`src/rtl/panel_image_loader_pkg.sv`:
```
// Shared types and defaults for the front-panel image loader.
// Holds the loader state encoding, button select, image word layout and default timing.
package panel_image_loader_pkg;

  localparam logic [11:0] DEFAULT_START_PC      = 12'o0200;
  localparam int          DEFAULT_HOLD_CYCLES   = 10;
  localparam int          DEFAULT_SETTLE_CYCLES = 30;

  typedef enum logic [3:0] {
    S_IDLE, S_POP, S_LPC, S_DEP, S_EXM, S_SETTLE, S_CHECK, S_START_LPC, S_RUN
  } loader_state_t;

  typedef enum logic [1:0] {BTN_LPC, BTN_DEP, BTN_EXM} panel_btn_t;

  typedef struct packed {
    logic        last;
    logic [11:0] addr;
    logic [11:0] data;
  } image_word_t;

endpackage

```
`src/rtl/panel_image_loader_if.sv`:
```
// Inbound memory-image word stream: valid/ready handshake carrying {addr, data, last}.
// The source is the master; the loader FIFO is the slave and owns in_ready.
interface panel_image_loader_if #(
  parameter int ADDR_W = 12,
  parameter int DATA_W = 12
);
  logic              in_valid;
  logic              in_ready;
  logic [ADDR_W-1:0] in_addr;
  logic [DATA_W-1:0] in_data;
  logic              in_last;

  modport master (output in_valid, in_addr, in_data, in_last, input in_ready);
  modport slave  (input in_valid, in_addr, in_data, in_last, output in_ready);
endinterface

```
`src/rtl/panel_image_loader_press_seq.sv`:
```
// One front-panel press: SET (switches driven), PRESS (button high), REL, HOLD_CYCLES each.
// Requests are accepted only while idle; o_done pulses on the final REL cycle.
module panel_press_seq
  import panel_image_loader_pkg::*;
#(
  parameter int DATA_W      = 12,
  parameter int HOLD_CYCLES = DEFAULT_HOLD_CYCLES
) (
  input  logic              clock,
  input  logic              resetN,
  input  logic              i_req,
  input  panel_btn_t        i_btn,
  input  logic [DATA_W-1:0] i_value,
  output logic [DATA_W-1:0] o_sw,
  output logic              o_lpc_btn,
  output logic              o_dep_btn,
  output logic              o_exm_btn,
  output logic              o_done,
  output logic              o_idle
);

  localparam int            CW       = $clog2(HOLD_CYCLES + 1);
  localparam logic [CW-1:0] CNT_LAST = CW'(HOLD_CYCLES - 1);

  typedef enum logic [1:0] {PH_IDLE, PH_SET, PH_PRESS, PH_REL} phase_t;

  phase_t            r_phase, w_phase_nxt;
  logic [CW-1:0]     r_cnt;
  logic [DATA_W-1:0] r_sw;
  panel_btn_t        r_btn;
  logic              w_last;
  logic              w_press;

  assign w_last = (r_cnt == CNT_LAST);

  always_ff @(posedge clock or negedge resetN) begin
    if (!resetN) begin
      r_phase <= PH_IDLE;
      r_cnt   <= '0;
      r_sw    <= '0;
      r_btn   <= BTN_LPC;
    end else begin
      r_phase <= w_phase_nxt;
      if (w_phase_nxt != r_phase) r_cnt <= '0;
      else if (r_phase != PH_IDLE) r_cnt <= r_cnt + 1'b1;
      // Switches only move on entry to SET, so they never toggle with a button edge.
      if (r_phase == PH_IDLE && i_req) begin
        r_sw  <= i_value;
        r_btn <= i_btn;
      end
    end
  end

  always_comb begin
    w_phase_nxt = r_phase;
    o_done      = 1'b0;
    case (r_phase)
      PH_IDLE:  if (i_req)  w_phase_nxt = PH_SET;
      PH_SET:   if (w_last) w_phase_nxt = PH_PRESS;
      PH_PRESS: if (w_last) w_phase_nxt = PH_REL;
      PH_REL: begin
        if (w_last) begin
          w_phase_nxt = PH_IDLE;
          o_done      = 1'b1;
        end
      end
      default:  w_phase_nxt = PH_IDLE;
    endcase
  end

  assign w_press   = (r_phase == PH_PRESS);
  assign o_lpc_btn = w_press && (r_btn == BTN_LPC);
  assign o_dep_btn = w_press && (r_btn == BTN_DEP);
  assign o_exm_btn = w_press && (r_btn == BTN_EXM);
  assign o_sw      = r_sw;
  assign o_idle    = (r_phase == PH_IDLE);

endmodule

```
`src/rtl/panel_image_loader.sv`:
```
// Streams {addr,data,last} words from an inbound FIFO into Front_Panel Load PC/Deposit/Examine presses, then loads start_pc and runs.
// in_ready drops while the FIFO is full and permanently after the last word; each press takes 3*HOLD_CYCLES clocks.
module panel_image_loader
  import panel_image_loader_pkg::*;
#(
  parameter int ADDR_W        = 12,
  parameter int DATA_W        = 12,
  parameter int FIFO_DEPTH    = 8,
  parameter int HOLD_CYCLES   = DEFAULT_HOLD_CYCLES,
  parameter int SETTLE_CYCLES = DEFAULT_SETTLE_CYCLES,
  parameter int CNT_W         = 16
) (
  input  logic                 clock,
  input  logic                 resetN,
  panel_image_loader_if.slave  img,
  input  logic                 verify_en,
  input  logic [ADDR_W-1:0]    start_pc,
  input  logic [DATA_W-1:0]    panel_data,
  output logic [DATA_W-1:0]    sw_out,
  output logic                 load_pc_btn,
  output logic                 deposit_btn,
  output logic                 examine_btn,
  output logic                 run_sw,
  output logic                 busy,
  output logic                 load_done,
  output logic [CNT_W-1:0]     words_loaded,
  output logic [7:0]           mismatch_count,
  output logic [ADDR_W-1:0]    mismatch_addr
);

  localparam int            PW          = $clog2(FIFO_DEPTH);
  localparam int            SW          = $clog2(SETTLE_CYCLES + 1);
  localparam logic [SW-1:0] SETTLE_LAST = SW'(SETTLE_CYCLES - 1);

  logic [ADDR_W-1:0] r_mem_addr [FIFO_DEPTH];
  logic [DATA_W-1:0] r_mem_data [FIFO_DEPTH];
  logic              r_mem_last [FIFO_DEPTH];
  logic [PW:0]       r_wr_ptr, r_rd_ptr;
  logic              r_last_seen;
  logic              w_empty, w_full, w_in_ready, w_push;

  assign w_empty    = (r_wr_ptr == r_rd_ptr);
  assign w_full     = (r_wr_ptr[PW] != r_rd_ptr[PW]) && (r_wr_ptr[PW-1:0] == r_rd_ptr[PW-1:0]);
  assign w_in_ready = !w_full && !r_last_seen;
  assign w_push     = img.in_valid && w_in_ready;
  assign img.in_ready = w_in_ready;

  always_ff @(posedge clock) begin
    if (w_push) begin
      r_mem_addr[r_wr_ptr[PW-1:0]] <= img.in_addr;
      r_mem_data[r_wr_ptr[PW-1:0]] <= img.in_data;
      r_mem_last[r_wr_ptr[PW-1:0]] <= img.in_last;
    end
  end

  loader_state_t     r_state, w_state_nxt;
  logic [ADDR_W-1:0] r_addr, r_exp_addr, r_mism_addr;
  logic [DATA_W-1:0] r_data;
  logic              r_last, r_vfy, r_chk, r_exp_valid;
  logic [SW-1:0]     r_settle_cnt;
  logic [CNT_W-1:0]  r_words;
  logic [7:0]        r_mism_cnt;
  logic              w_settle_end, w_req, w_press_done, w_press_idle;
  panel_btn_t        w_btn;
  logic [DATA_W-1:0] w_value, w_press_sw;

  assign w_settle_end = (r_state == S_SETTLE) && (r_settle_cnt == SETTLE_LAST);

  always_ff @(posedge clock or negedge resetN) begin
    if (!resetN) begin
      r_wr_ptr     <= '0;
      r_rd_ptr     <= '0;
      r_last_seen  <= 1'b0;
      r_state      <= S_IDLE;
      r_addr       <= '0;
      r_data       <= '0;
      r_last       <= 1'b0;
      r_vfy        <= 1'b0;
      r_chk        <= 1'b0;
      r_exp_addr   <= '0;
      r_exp_valid  <= 1'b0;
      r_settle_cnt <= '0;
      r_words      <= '0;
      r_mism_cnt   <= '0;
      r_mism_addr  <= '0;
    end else begin
      r_state <= w_state_nxt;
      if (w_push) begin
        r_wr_ptr <= r_wr_ptr + 1'b1;
        if (img.in_last) r_last_seen <= 1'b1;
      end
      r_settle_cnt <= (r_state == S_SETTLE) ? r_settle_cnt + 1'b1 : '0;
      case (r_state)
        S_POP: begin
          r_rd_ptr <= r_rd_ptr + 1'b1;
          r_addr   <= r_mem_addr[r_rd_ptr[PW-1:0]];
          r_data   <= r_mem_data[r_rd_ptr[PW-1:0]];
          r_last   <= r_mem_last[r_rd_ptr[PW-1:0]];
          r_vfy    <= verify_en;
          r_chk    <= 1'b0;
        end
        S_DEP: begin
          if (w_press_done) begin
            r_exp_addr  <= r_addr + 1'b1;
            r_exp_valid <= 1'b1;
            r_words     <= r_words + 1'b1;
          end
        end
        // Examine advances the panel PC just as a deposit does.
        S_EXM: begin
          if (w_press_done) begin
            r_exp_addr  <= r_addr + 1'b1;
            r_exp_valid <= 1'b1;
          end
        end
        S_SETTLE: if (w_settle_end && !r_chk && r_vfy) r_chk <= 1'b1;
        S_CHECK: begin
          if (panel_data != r_data) begin
            if (r_mism_cnt == 8'd0) r_mism_addr <= r_addr;
            if (r_mism_cnt != 8'hFF) r_mism_cnt <= r_mism_cnt + 1'b1;
          end
        end
        S_START_LPC: if (w_press_done) r_exp_valid <= 1'b0;
        default: ;
      endcase
    end
  end

  always_comb begin
    w_state_nxt = r_state;
    w_req       = 1'b0;
    w_btn       = BTN_LPC;
    w_value     = DATA_W'(r_addr);
    case (r_state)
      S_IDLE: begin
        if (!w_empty) w_state_nxt = S_POP;
        else if (r_last) w_state_nxt = S_START_LPC;
      end
      S_POP: begin
        if (r_exp_valid && r_mem_addr[r_rd_ptr[PW-1:0]] == r_exp_addr) w_state_nxt = S_DEP;
        else w_state_nxt = S_LPC;
      end
      S_LPC: begin
        w_req = w_press_idle;
        if (w_press_done) w_state_nxt = r_chk ? S_EXM : S_DEP;
      end
      S_DEP: begin
        w_req   = w_press_idle;
        w_btn   = BTN_DEP;
        w_value = r_data;
        if (w_press_done) w_state_nxt = S_SETTLE;
      end
      S_EXM: begin
        w_req = w_press_idle;
        w_btn = BTN_EXM;
        if (w_press_done) w_state_nxt = S_SETTLE;
      end
      S_SETTLE: begin
        if (w_settle_end) begin
          if (r_chk) w_state_nxt = S_CHECK;
          else if (r_vfy) w_state_nxt = S_LPC;
          else if (r_last) w_state_nxt = S_START_LPC;
          else w_state_nxt = S_IDLE;
        end
      end
      S_CHECK: w_state_nxt = r_last ? S_START_LPC : S_IDLE;
      S_START_LPC: begin
        w_req   = w_press_idle;
        w_value = DATA_W'(start_pc);
        if (w_press_done) w_state_nxt = S_RUN;
      end
      S_RUN: w_state_nxt = S_RUN;
      default: w_state_nxt = S_IDLE;
    endcase
  end

  panel_press_seq #(
    .DATA_W      (DATA_W),
    .HOLD_CYCLES (HOLD_CYCLES)
  ) u_press (
    .clock     (clock),
    .resetN    (resetN),
    .i_req     (w_req),
    .i_btn     (w_btn),
    .i_value   (w_value),
    .o_sw      (w_press_sw),
    .o_lpc_btn (load_pc_btn),
    .o_dep_btn (deposit_btn),
    .o_exm_btn (examine_btn),
    .o_done    (w_press_done),
    .o_idle    (w_press_idle)
  );

  assign sw_out         = (r_state == S_RUN) ? '0 : w_press_sw;
  assign run_sw         = (r_state == S_RUN);
  assign load_done      = (r_state == S_RUN);
  assign busy           = (r_state != S_IDLE) && (r_state != S_RUN);
  assign words_loaded   = r_words;
  assign mismatch_count = r_mism_cnt;
  assign mismatch_addr  = r_mism_addr;

endmodule

```
`src/flat_wrapper.sv`:
```
// flat-port wrapper written by rule: the top's interface ports become plain ports
module panel_image_loader_flat import panel_image_loader_pkg::*;
#(
  parameter int ADDR_W        = 12,
  parameter int DATA_W        = 12,
  parameter int FIFO_DEPTH    = 8,
  parameter int HOLD_CYCLES   = DEFAULT_HOLD_CYCLES,
  parameter int SETTLE_CYCLES = DEFAULT_SETTLE_CYCLES,
  parameter int CNT_W         = 16
)
  (clock, resetN, verify_en, start_pc, panel_data, sw_out, load_pc_btn, deposit_btn, examine_btn, run_sw, busy, load_done, words_loaded, mismatch_count, mismatch_addr, img_in_valid, img_in_addr, img_in_data, img_in_last, img_in_ready);
  panel_image_loader_if #(.ADDR_W(ADDR_W), .DATA_W(DATA_W)) img_i ();
  input  logic clock;
  input  logic resetN;
  input  logic verify_en;
  input  logic [ADDR_W-1:0] start_pc;
  input  logic [DATA_W-1:0] panel_data;
  output logic [DATA_W-1:0] sw_out;
  output logic load_pc_btn;
  output logic deposit_btn;
  output logic examine_btn;
  output logic run_sw;
  output logic busy;
  output logic load_done;
  output logic [CNT_W-1:0] words_loaded;
  output logic [7:0] mismatch_count;
  output logic [ADDR_W-1:0] mismatch_addr;
  input wire logic [$bits(img_i.in_valid)-1:0] img_in_valid;
  input wire logic [$bits(img_i.in_addr)-1:0] img_in_addr;
  input wire logic [$bits(img_i.in_data)-1:0] img_in_data;
  input wire logic [$bits(img_i.in_last)-1:0] img_in_last;
  output wire logic [$bits(img_i.in_ready)-1:0] img_in_ready;
  assign img_i.in_valid = img_in_valid;
  assign img_i.in_addr = img_in_addr;
  assign img_i.in_data = img_in_data;
  assign img_i.in_last = img_in_last;
  assign img_in_ready = img_i.in_ready;
  panel_image_loader #(.ADDR_W(ADDR_W), .DATA_W(DATA_W), .FIFO_DEPTH(FIFO_DEPTH), .HOLD_CYCLES(HOLD_CYCLES), .SETTLE_CYCLES(SETTLE_CYCLES), .CNT_W(CNT_W)) u_core (.clock(clock), .resetN(resetN), .img(img_i), .verify_en(verify_en), .start_pc(start_pc), .panel_data(panel_data), .sw_out(sw_out), .load_pc_btn(load_pc_btn), .deposit_btn(deposit_btn), .examine_btn(examine_btn), .run_sw(run_sw), .busy(busy), .load_done(load_done), .words_loaded(words_loaded), .mismatch_count(mismatch_count), .mismatch_addr(mismatch_addr));
endmodule
```
`config.mk`:
```
export PLATFORM = sky130hd
export DESIGN_NAME = panel_image_loader_flat
export DESIGN_NICKNAME = d
export VERILOG_FILES = /design/src/rtl/panel_image_loader_pkg.sv /design/src/rtl/panel_image_loader_if.sv /design/src/rtl/panel_image_loader_press_seq.sv /design/src/rtl/panel_image_loader.sv /design/src/flat_wrapper.sv
export SDC_FILE = /design/constraint.sdc
export NUM_CORES = 1
export LEC_CHECK = 0
export CORE_MARGIN = 1.5
export CORE_UTILIZATION = 55
export CTS_CLUSTER_SIZE = 40
export DETAILED_ROUTE_END_ITERATION = 8
export HOLD_SLACK_MARGIN = 0.1
export PLACE_DENSITY = 0.76
export SYNTH_ARGS = -nofsm -noshare
export SYNTH_HDL_FRONTEND = slang
export SYNTH_SLANG_ARGS = --single-unit
```
`constraint.sdc`:
```
create_clock -name clock -period 5.4 [get_ports clock]
set_clock_uncertainty 0.1 [all_clocks]
set_input_delay 1.08 -clock clock [delete_from_list [all_inputs] [get_ports clock]]
set_output_delay 1.08 -clock clock [all_outputs]
set_load 0.02 [all_outputs]
```
# Word level (Yosys, flattened, before mapping)

Memory sizes are Yosys's and may differ from the RTL's. A register that Yosys moved wholly into a read port is not among the register bits.
Cells that the tools add are included.

Flip-flop bits (word level): 101
Memories: 3
Input port bits: 53
Bits in writable memories: 200
Output and inout bits: 55
Logic and storage cells: 125

Memory list:

| memory            | depth | width | rd ports | clocked after Yosys merged registers in | write ports | RTL line                 | source |
|---|---|---|---|---|---|---|---|
| u_core.r_mem_addr | 8     | 12    | 1        | 0                                       | 1           | panel_image_loader.sv:35 | `logic [ADDR_W-1:0] r_mem_addr [FIFO_DEPTH];` |
| u_core.r_mem_data | 8     | 12    | 1        | 1                                       | 1           | panel_image_loader.sv:36 | `logic [DATA_W-1:0] r_mem_data [FIFO_DEPTH];` |
| u_core.r_mem_last | 8     | 1     | 1        | 1                                       | 1           | panel_image_loader.sv:37 | `logic r_mem_last [FIFO_DEPTH];` |

Equality and inequality tests: 29
Multiplexer cells: 33
Add/sub/neg operators: 7
Reductions and logical operators: 36

Operators with widths:

| kind                                                             | count |
|---|---|
| 4-bit 2-to-1 mux                                                 | 10 |
| 4-bit case mux with 8 select lines                               | 1 |
| 12-bit case mux with 2 select lines                              | 1 |
| 16-bit by 1-bit adder with 16-bit output (second input constant) | 1 |
| 4-bit by 3-bit == test with 1-bit output (second input constant) | 4 |
| 12-bit by 1-bit adder with 12-bit output (second input constant) | 1 |
| 4-bit by 1-bit adder with 4-bit output (second input constant)   | 3 |
| 12-bit == test                                                   | 1 |
| 1-bit logical AND                                                | 12 |
| 12-bit 2-to-1 mux                                                | 1 |
| 12-bit inequality test                                           | 1 |
| 1-bit 2-to-1 mux                                                 | 9 |
| 3-bit AND reduction                                              | 3 |
| 8-bit by 1-bit adder with 8-bit output (second input constant)   | 1 |
| 4-bit by 2-bit == test with 1-bit output (second input constant) | 2 |
| 4-bit == test (second input constant)                            | 2 |
| 8-bit logical NOT                                                | 1 |
| 2-bit 2-to-1 mux                                                 | 4 |
| 8-bit inequality test (second input constant)                    | 1 |
| 2-bit case mux with 4 select lines                               | 1 |
| 2-bit AND reduction                                              | 4 |
| 2-bit nonzero test                                               | 4 |
| 2-bit == test (second input constant)                            | 3 |
| 3-bit 2-to-1 mux                                                 | 2 |
| 22 further kinds                                                 | 32 |

# Logic depth before layout (Yosys ltp)

Word-level depth: 7
Depth in mapped cells: 10
Depth with buffers taken out: 8

# Modules after synthesis

A second synthesis with hierarchy kept.

Cell total of the unflattened synthesis: 892
Area, all modules: 13312.8 um2

Modules (own cells, without submodules):

| module             | sequential area each (um2) | area each (um2) | times used | cells an instance |
|---|---|---|---|---|
| panel_image_loader | 8358.0                     | 12365.6         | 1          | 825 |
| panel_press_seq    | 500.5                      | 947.2           | 1          | 67 |

# Least setup slack after synthesis

Ideal clock, no wire load.

Path kind: reg-to-reg
From: register u_core.r_rd_ptr[0]
To: memory u_core.r_mem_addr[0][0], enable pin
Setup time: 0.470 ns
Required time: 4.830 ns
Arrival: 3.837 ns
Period minus slack after synthesis: 4.408 ns
Setup slack: 0.992 ns
Cell stages (with the launch flop): 7
Path buffers: 1
Cell sequence: dfrtp_1 -> buf_4 -> xor2_1 -> nor3_1 -> a21oi_1 -> nand2_1 -> nor4_1

Cells in the longest elaborated chain, start to end: 7

Ends and longest elaborated chain:

| element                                | RTL line                 | source |
|---|---|---|
| start: declaration                     | panel_image_loader.sv:38 | `logic [PW:0] r_wr_ptr, r_rd_ptr;` |
| start signal: assignment               | panel_image_loader.sv:95 | `r_rd_ptr <= r_rd_ptr + 1'b1;` |
| 3-bit == test                          | panel_image_loader.sv:43 | `assign w_full = (r_wr_ptr[PW] != r_rd_ptr[PW]) && (r_wr_ptr[PW-1:0] == r_rd_ptr[PW-1:0]);` |
| 1-bit logical AND                      | panel_image_loader.sv:43 |  |
| 1-bit logical NOT                      | panel_image_loader.sv:44 | `assign w_in_ready = !w_full && !r_last_seen;` |
| 1-bit logical AND                      | panel_image_loader.sv:44 |  |
| net img_in_ready                       | flat_wrapper.sv:32       | `output wire logic [$bits(img_i.in_ready)-1:0] img_in_ready;` |
| 1-bit logical AND                      | panel_image_loader.sv:45 | `assign w_push = img.in_valid && w_in_ready;` |
| 1-bit 2-to-1 mux                       | panel_image_loader.sv:49 | `if (w_push) begin` |
| 1-bit 2-to-1 mux (not written as such) | panel_image_loader.sv:50 | `r_mem_addr[r_wr_ptr[PW-1:0]] <= img.in_addr;` |
| end: declaration                       | panel_image_loader.sv:35 |  |

The timed path passes the listed nets, and every way through them passes these cells.

# Worst setup path after layout

From: register u_core.r_state[1]
To: output port run_sw

Cells in the longest elaborated chain, start to end: 1

Ends and longest elaborated chain:

| element                  | RTL line                  | source |
|---|---|---|
| start: declaration       | panel_image_loader.sv:56  | `loader_state_t r_state, w_state_nxt;` |
| start signal: assignment | panel_image_loader.sv:87  | `r_state <= w_state_nxt;` |
| 4-bit == test            | panel_image_loader.sv:195 | `assign run_sw = (r_state == S_RUN);` |
| end: declaration         | flat_wrapper.sv:22        | `output logic run_sw;` |

No other way between the ends.

==> impl_metrics.ini <==
[power_and_ir_drop]
p_clk_share_pct = 26.1
peakVddDrop_uv = 332
p_sw_w = 0.00261
power_frac_seq_pct = 43.9
swShare_pct = 33.5
internal_power_w = 0.00520
comb_power_share_pct = 30.0
leakage_nw = 5.74
finalPower_w = 0.00781
powerDensity_mw_per_mm2 = 505

[logic_synthesis]
postSynthAreaPerCell_um2 = 14.9
async_flop_share_pct = 36.3
synthCells = 874
yosysSeqAreaShare_pct = 67.8
dominantRegCellSynth = edfxtp_1
yosysWarningCount = 0
syn_nets = 937
synth_top_area_cell = edfxtp_1
netlist.area_leader.share_pct = 46.0
synth_area_leaders = edfxtp_1 46%, dfrtp_1 22%, mux4_2 6.0%
synth.ff_latch_count = 314
yosysUniqueCellTypes = 54
netlist_area_mm2 = 0.0131
synth_edf_count = 200

[final_layout]
antenna_cells = 0
multi_input_area_mm2 = 0.00401
fin_cells = 1326
final_common_cell = edfxtp_1
drive_above_1_share_pct = 11.5
layout_common_cells = 200 x edfxtp_1, 111 x dfrtp_1, 106 x clkdlybuf4s50_1
syn_to_final_growth_pct = 18.4
fin_nets = 1048
register_area_mm2 = 0.00886
num-fill-cells = 1699

[placed_design]
place.gp.congestion = 0.790
post-place-ws_ns = 1.86
dp_cells = 1271
io_buffers = 107
hpwl_um = 17100

[die]
die_x_um = 157
dieArea_mm2 = 0.0247
core_mm2 = 0.0234
num_rows = 56
start_util_pct = 55.8
die_h_um = 157
ios = 108

[sta]
period_needed_ns = 4.13
min_period_over_period_pct = 76.5
finalSetupViolCount = 0
slew_viol_final = 0
worst_pin_slew_ns = 1.04
hold_violations = 0
fmax_mhz = 242
postLayoutSetupSlackWorst_ns = 1.27
grt_setup_unrepaired = no
tns_ns = 0
hold_slack_ns = 0.365
slew_headroom_pct = 30.2

[clock_network]
cts_tree = yes
cts_max_path_buffers = 3
clock-root-buffer = clkbuf_16
htree_levels = 1
path_clk_slew_ns = 0.06
cts-resized-gates = 0
holdBufCountCts = 0
clkLatencyLatePin_ns = 0.57
postCtsSetupRepairBufs = 0
cts-buffers-inserted = 31
cts.sinks = 314

[detailed_routing]
wire_per_inst_um = 20.3
route.vias.total = 7597
routed_wl_um = 26900
first_iter_violations = 636
drc = 0
drt_first_pass_iters = 8
viasPerCell = 5.73
ant_nets = 0

[global_routing]
grtUsageMet2_pct = 36.2
antenna_found_initial = 0
grt_pass1_vias = 7411
grt-ovfl-total = 0
grt_use_met1_pct = 32.6
grt-busiest-layer = met2
grtUsageTotal_pct = 22.7
grt_pass1_wl_um = 42300
grt_max_degree = 81
use_met3_pct = 3.58

[hold_path]
min_from = u_core.r_last_seen
hold_path_depth = 1
hold_path_class = reg -> reg

[critical_path]
startpoint = u_core.r_state[1]
crit_type = reg -> out
crit_fanout = 15
endpoint_kind = output port
rr_worst_depth = 7
r2r_start = u_core.r_rd_ptr[0]
start_kind = flip-flop
cp_data_arrival_time_ns = 2.95
cp.required_ns = 4.22

[run_status]
status = completed

[flow_run]
timing.max_cap.violations = 0
[cell usage after synthesis (all sizes together), types with 5 or more instances]
master and instances:
nand3 21, nand4 18, buf 22, mux2i 51, nor3 14, and2 5, mux2 14, nor2b 16
mux4 36, clkbuf 21, edfxtp 200, and3 12, inv 12, dfrtp 114, a22oi 9, nand2 66
nor2 52, xor2 28, ha 10, a21oi 31, xnor2 41, a222oi 12, o21ai 33
[routing by layer]
metal | share of wire (%) | vias up
li1 | - | 3514
met1 | 44 | 3808
met4 | 2.1 | 0
met3 | 5.9 | 37
met5 | 0 | -
met2 | 48 | 238
[flip-flops by register name, indices dropped and copies added (netlist names)]
name                    count
u_core.r_exp_valid          1
u_core.words_loaded        16
u_core.u_press.r_phase      2
u_core.u_press.r_cnt        4
u_core.r_vfy                1
u_core.r_data              12
u_core.r_mem_addr          96
u_core.mismatch_count       8
u_core.r_addr              12
u_core.r_chk                1
u_core.r_wr_ptr             4
u_core.r_state              4
u_core.r_mem_data          96
u_core.u_press.r_btn        2
u_core.r_rd_ptr             4
u_core.r_settle_cnt         5
u_core.r_exp_addr          12
u_core.r_last_seen          1
u_core.r_last               1
u_core.u_press.o_sw        12
u_core.r_mem_last           8
u_core.mismatch_addr       12
[critical path, stage by stage, from the launching register on]
cell,delay [ns]
dfrtp_1,0.51
inv_1,0.23
nand3_1,0.13
nor2_1,0.76
clkdlybuf4s50_1,0.76
[per-stage QoR]
stage / util, % / instance area, um2
finish: 66.1 / 15500
global route: 66.1 / 15500
CTS: 66.1 / 15500
floorplan: - / 13100
global placement: 61.9 / 14500
detailed placement: 61.9 / 14500
[worst paths after layout]
path                       slack (ns)                  to
setup / recovery                 1.27              run_sw
hold / removal                   0.36  u_core.r_last_seen
setup reg to reg                 2.13   u_core.r_state[0]
hold reg to reg                  0.36  u_core.r_last_seen
max in group asynchronous        3.58    u_core.r_addr[7]
min in group asynchronous        0.59  u_core.r_wr_ptr[1]
[final cells by class]
cell class | instances | share of cell area [%]
Clock buffer | 39 | 5.34
Clock inverter | 16 | 0.915
Inverter | 12 | 0.291
Multi-Input combinational cell | 505 | 25.9
Sequential cell | 314 | 57.3
Tap cell | 319 | 2.58
Timing Repair Buffer | 121 | 7.59
[power groups by stage]
stage | clock [W] | sequential, W | combinational, W
2_1_floorplan | 0 | 0.00323 | 0.00177
4_1_cts | 0.00208 | 0.00342 | 0.00236
3_5_place_dp | 0 | 0.00347 | 0.00234
3_3_place_gp | 0 | 0.00346 | 0.00230
5_1_grt | 0.00218 | 0.00348 | 0.00258
6_report | 0.00204 | 0.00343 | 0.00234
[cells by family (layout without fill, tap and decap cells)]
logic type                 after synthesis  in the layout  synth area share (%)
DFF                                    314            314                  67.8
and+or+nand+nor                        224            224                  8.42
AOI/OAI and AO/OA                      101            101                  4.95
muxes                                  101            101                  11.4
xor gates and xnor gates                69             69                  4.63
buffers and inverters                   55            188                  1.86
adders and majority gates               10             10                 0.958
Power figures use the tool's default switching activity.
